[src/rtl/uart_receiver.sv]
// rtl/uart_receiver.sv - 8N1 UART receiver assembling four bytes into a 32-bit word
module uart_receiver #(
    parameter int CLKS_PER_BIT = 16,
    parameter int WORD_BYTES   = 4
) (
    input  logic        clk,
    input  logic        rst,
    input  logic        RxD,
    input  logic        clr_word,
    output logic [7:0]  byte_out,
    output logic        byte_valid,
    output logic [31:0] data,
    output logic        data_valid,
    output logic        frame_err,
    output logic        rx_busy
);

    localparam int             CW        = $clog2(CLKS_PER_BIT);
    localparam logic [CW-1:0]  HALF_CNT  = CW'(CLKS_PER_BIT / 2 - 1);
    localparam logic [CW-1:0]  LAST_CNT  = CW'(CLKS_PER_BIT - 1);
    localparam logic [1:0]     LANE_LAST = 2'(WORD_BYTES - 1);

    typedef enum logic [2:0] {
        S_IDLE,
        S_START,
        S_DATA,
        S_STOP,
        S_BREAK
    } state_t;

    state_t        r_state;
    state_t        w_state_nxt;
    logic [1:0]    r_sync;
    logic          r_rxs_prev;
    logic [CW-1:0] r_cnt;
    logic [CW-1:0] w_cnt_nxt;
    logic [2:0]    r_bit;
    logic [2:0]    w_bit_nxt;
    logic [7:0]    r_shift;
    logic [7:0]    w_shift_nxt;
    logic          w_accept;
    logic          w_ferr;
    logic          w_rxs;
    logic [1:0]    r_lane;
    logic [31:0]   r_partial;
    logic [31:0]   w_word;
    logic [7:0]    r_byte;
    logic          r_byte_valid;
    logic [31:0]   r_data;
    logic          r_data_valid;
    logic          r_frame_err;

    assign w_rxs = r_sync[1];

    always_comb begin
        w_state_nxt = r_state;
        w_cnt_nxt   = r_cnt + 1'b1;
        w_bit_nxt   = r_bit;
        w_shift_nxt = r_shift;
        w_accept    = 1'b0;
        w_ferr      = 1'b0;
        case (r_state)
            S_IDLE: begin
                w_cnt_nxt = '0;
                if (r_rxs_prev && !w_rxs) begin
                    w_state_nxt = S_START;
                end
            end
            S_START: begin
                // A start bit that is high again at mid-bit was a glitch.
                if (r_cnt == HALF_CNT) begin
                    w_cnt_nxt   = '0;
                    w_bit_nxt   = '0;
                    w_state_nxt = w_rxs ? S_IDLE : S_DATA;
                end
            end
            S_DATA: begin
                if (r_cnt == LAST_CNT) begin
                    w_cnt_nxt          = '0;
                    w_shift_nxt[r_bit] = w_rxs;
                    w_bit_nxt          = r_bit + 1'b1;
                    if (r_bit == 3'd7) begin
                        w_state_nxt = S_STOP;
                    end
                end
            end
            S_STOP: begin
                if (r_cnt == LAST_CNT) begin
                    w_cnt_nxt = '0;
                    if (w_rxs) begin
                        w_accept    = 1'b1;
                        w_state_nxt = S_IDLE;
                    end else begin
                        w_ferr      = 1'b1;
                        w_state_nxt = S_BREAK;
                    end
                end
            end
            S_BREAK: begin
                w_cnt_nxt = '0;
                if (w_rxs) begin
                    w_state_nxt = S_IDLE;
                end
            end
            default: begin
                w_state_nxt = S_IDLE;
            end
        endcase
    end

    always_comb begin
        w_word = r_partial;
        w_word[{r_lane, 3'b000} +: 8] = r_shift;
    end

    always_ff @(posedge clk) begin
        if (!rst) begin
            r_sync       <= 2'b11;
            r_rxs_prev   <= 1'b1;
            r_state      <= S_IDLE;
            r_cnt        <= '0;
            r_bit        <= '0;
            r_shift      <= '0;
            r_lane       <= '0;
            r_partial    <= '0;
            r_byte       <= '0;
            r_byte_valid <= 1'b0;
            r_data       <= '0;
            r_data_valid <= 1'b0;
            r_frame_err  <= 1'b0;
        end else begin
            r_sync       <= {r_sync[0], RxD};
            r_rxs_prev   <= w_rxs;
            r_state      <= w_state_nxt;
            r_cnt        <= w_cnt_nxt;
            r_bit        <= w_bit_nxt;
            r_shift      <= w_shift_nxt;
            r_byte_valid <= w_accept;
            r_frame_err  <= w_ferr;
            r_data_valid <= 1'b0;
            if (w_accept) begin
                r_byte <= r_shift;
            end
            // A clear in the same cycle as an accept drops that byte from the word.
            if (clr_word) begin
                r_lane    <= '0;
                r_partial <= '0;
            end else if (w_accept) begin
                if (r_lane == LANE_LAST) begin
                    r_data       <= w_word;
                    r_data_valid <= 1'b1;
                    r_lane       <= '0;
                    r_partial    <= '0;
                end else begin
                    r_partial <= w_word;
                    r_lane    <= r_lane + 1'b1;
                end
            end
        end
    end

    assign byte_out   = r_byte;
    assign byte_valid = r_byte_valid;
    assign data       = r_data;
    assign data_valid = r_data_valid;
    assign frame_err  = r_frame_err;
    assign rx_busy    = (r_state != S_IDLE);

endmodule

[config.mk]
export PLATFORM = sky130hd
export DESIGN_NAME = uart_receiver
export DESIGN_NICKNAME = d
export VERILOG_FILES = /design/src/rtl/uart_receiver.sv
export SDC_FILE = /design/constraint.sdc
export NUM_CORES = 1
export LEC_CHECK = 0
export BUFFER_PORTS_ARGS = -buffer_cell sky130_fd_sc_hd__buf_2
export CAP_MARGIN = 5
export CORE_ASPECT_RATIO = 0.6
export CORE_MARGIN = 2
export CORE_UTILIZATION = 60
export DETAILED_ROUTE_END_ITERATION = 16
export PLACE_DENSITY = 0.83
export SLEW_MARGIN = 20
export SYNTH_ARGS = -nofsm -noshare
export SYNTH_HDL_FRONTEND = slang
export SYNTH_SLANG_ARGS = --single-unit
[constraint.sdc]
create_clock -name clk -period 4.91 [get_ports clk]
set_input_delay 0.491 -clock clk [delete_from_list [all_inputs] [get_ports clk]]
set_output_delay 0.491 -clock clk [all_outputs]
set_load 0.01 [all_outputs]
==> summary.md <==
| Metric | Value |
|---|---|
| CTS sink count | 98 |
| Number of global-route vias before repair | 3188 |
| Final Max Tran Viols | 0 |
| Mux contribution to synthesized area | 2.558% |
| Final hold vios | 0 |
| IO Pins | between 40 and 50 |
| Layout cells sized above 1 | between 20% and 30% |
| Setup violators final | 0 |
| Largest net degree at the start of global routing | 53 |
| Site Rows | 23 |
| Setup TNS | 0 ns |
| Slew at the pin with the worst max-slew slack | 0.9399 ns |
| DRC errors left | 0 |
| Die footprint | 7889 um^2 |
| Root buf cell | clkbuf_16 |
| Per-cell routed wire length | approximately 20 um |
| Initial Util | 63.11% |
| Die X-Extent | between 100 and 150 um |
| Die Y | 69.61 um |
| # fillers | 536 |
| Synth Register Bits | about 100 |
| First-pass GRT wire length | 17040 um |
| Post-CTS Resized | 0 |
| CTS tree | built |
| Peak VDD IR | 0.2282 mV |
| Synth Area per Inst | 10.18 um^2 |
| Most frequent cells in the layout | dfxtp_1 (98), buf_2 (47), a21oi_1 (36) |
| Area growth from synthesis to layout | 11.22% |
| Diode count | 0 |
| Synthesized instance count | around 420 |
| Power Density | ~320 nW/um^2 |
| Fmax | about 0.38 GHz |
| Pleak | 1.759 nW |
| CP arrival | 2.90 ns |
| Port Buf Inserts | 47 |
| Nets | 459 |
| Post-synthesis sequential area ratio | 45.58% |
| Final RePlAce weighted congestion | 0.8052 |
| Largest family of logic cells by synthesized area | compound AO/OA/AOI/OAI gates |
| Register area | 1962 um^2 |
| Status | finished, final reports clean |
| Simple-Gate Fraction of Synth Area | 14.22% |
| Core Area | 6820 um^2 |
| Cell variety after synth | 39 |
| Crit Path Max Fanout | 46 |
| Max-cap violations | 0 |
| Clock transition at path regs | 0.06 ns |
| Footprint of the multi-input gates | 2137 um^2 |
| Later-pin clock latency in the skew report | around 0.35 ns |
| YS warnings | 0 |
| Longest Clk Path Bufs | 2 |
| Crit Path Class | reg -> reg |
| Complex-gate fraction of the synthesized area | 29.04% |
| Final core occ | a little over two thirds |
| Hold Path Class | in -> reg |
| Net Count, Synth | 436 |
| CP Launch Point | r_cnt[0]$_SDFF_PN0_ |
| Post-CTS Setup Bufs | 0 |
| Final Skew | 0.008192 ns |
| Initial antenna violation count | 0 |
| Reg2reg end | r_partial[30]$_SDFFE_PP0N_ |
| Final ANT Viol Nets | 0 |
| Initial DRC Count | 394 |
| CP endpoint kind | flop |
| Vias | 3437 |
| XOR/XNOR Fraction of Synth Area | less than 1% |
| Req. time, crit path | 5.18 ns |
| Via-per-instance ratio | ~6.4 |
| R2r startpoint | r_cnt[0]$_SDFF_PN0_ |
| Post-synth top area share | 45.58% |
| Adder-Cell Fraction of Synth Area | 2.616% |
| Final Cycle Share | 53.48% |
| Cts hold-fix bufs | 0 |
| Startpoint Class | flop |
| Tmin final | 2.626 ns |
| H-tree depth | 3 |
| Grt ovf | 0 |
| Total CTS buffers | 9 |
| Slew headroom | 37.34% |
| CP endpoint | r_partial[30]$_SDFFE_PP0N_ |
| DPL Wire Length | 6544 um |
| RSZ-0062 raised after global routing | no |
| Syn Std Cell Area | 4304 um^2 |
| Drt pass-1 iters | 4 |
| Gr usage total | 27.91% |
| Routed WL | 10460 um |
| R2R setup slack | ~2.3 ns |
| Leading area contributor after synthesis | dfxtp_1 |
| Commonest non-fill, non-tap cell in the layout | dfxtp_1 |
| Largest cells by area after synthesis | dfxtp_1 (46%), o2bb2ai_2 (10%), o311ai_0 (6.5%) |
| Reg2Reg Depth | 4 |
-- logic make-up (layout without fill, tap and decap cells) --
kind of cell               Yosys count  after routing
AOI/OAI and AO/OA                  156            156
and+or+nand+nor                    101            101
DFF                                 98             98
buffers and inverters               45             73
muxes                               11             11
adders and majority gates            9              9
xor gates and xnor gates             3              3
-- critical path, cell delays in order, from the launching register on --
cell	delay (ns)
dfxtp_1	0.36
ha_1	0.36
nand4_4	0.57
or4_4	0.99
o2bb2ai_1	0.25
-- routing by layer --
layer	track usage, %	vias to the layer above	share of wire [%]
met3	9.266	15	8.1
met4	8.266	0	1.5
met5	0	-	0
met1	40.64	1648	47
met2	39.12	131	43
li1	-	1643	-
-- cell type report --
class                           instances  share of cell area, %
Timing Repair Buffer                   49                  5.227
Multi-Input combinational cell        280                  44.64
Inverter                                8                 0.6273
Clock inverter                          2                 0.7318
Sequential cell                        98                  40.98
Tap cell                               87                  2.274
Clock buffer                           14                  5.515
-- synthesized netlist by cell type --
library cell  instances
nor2b_1              29
dfxtp_1              98
nand3b_1              2
clkbuf_1             20
nand2_1              16
buf_6                 7
inv_2                 1
o311ai_0             32
a221oi_1              1
or4_4                 2
or4_1                 2
a32oi_1               8
nor4bb_1              3
nor3_1                3
nand4_1               4
nor4b_2               1
buf_1                 2
nand2b_1              6
o21ai_1              20
a41o_1                1
a21oi_1              37
a211oi_1              1
and4_1                2
ha_1                  9
and3b_1               1
and2_1                1
o2bb2ai_2            30
nand3_1              16
mux2i_1              11
inv_1                 7
nand4_4               1
nor2_1                8
xnor2_1               3
o21ai_0              24
buf_2                 8
and4b_1               1
or3_1                 2
or3b_2                1
o2bb2ai_1             2
-- power breakdown --
group / leakage [nW] / internal (mW) / switching [mW] / total, mW
registers: 0.790 / 0.796 / 0.00234 / 0.799
logic: 0.822 / 0.00685 / 0.0255 / 0.0323
clock network: 0.147 / 0.423 / 0.288 / 0.711
-- metrics by stage --
step	hold slack (ns)	area, um^2	instances	power (mW)	setup slack (ns)
6_report	0.3259	4787	538	1.542	2.284
2_1_floorplan	0.3863	4304	423	0.8391	2.991
3_5_place_dp	0.4007	4479	522	0.8480	2.127
3_3_place_gp	0.3945	4473	522	0.8472	2.269
5_1_grt	0.3383	4787	538	1.583	2.124
4_1_cts	0.3188	4778	538	1.549	2.108
-- sequential cells by signal (all words and copies together) (netlist names) --
| register | count |
|---|---|
| r_partial | 32 |
| frame_err | 1 |
| r_rxs_prev | 1 |
| byte_out | 8 |
| r_lane | 2 |
| r_cnt | 4 |
| data | 32 |
| r_bit | 3 |
| r_sync | 2 |
| byte_valid | 1 |
| data_valid | 1 |
| r_shift | 8 |
| r_state | 3 |
-- worst min path at each step --
stage | startpoint | end | slack (ns) | cells past startpoint
global placement | r_sync[0]$_SDFF_PN1_ | r_sync[1]$_SDFF_PN1_ | 0.39 | 1
global route | RxD | r_sync[0]$_SDFF_PN1_ | 0.34 | 2
finish | RxD | r_sync[0]$_SDFF_PN1_ | 0.33 | 2
detailed placement | r_sync[0]$_SDFF_PN1_ | r_sync[1]$_SDFF_PN1_ | 0.40 | 1
CTS | RxD | r_sync[0]$_SDFF_PN1_ | 0.32 | 2
floorplan | r_sync[0]$_SDFF_PN1_ | r_sync[1]$_SDFF_PN1_ | 0.39 | 1
Power figures use the tool's default switching activity.
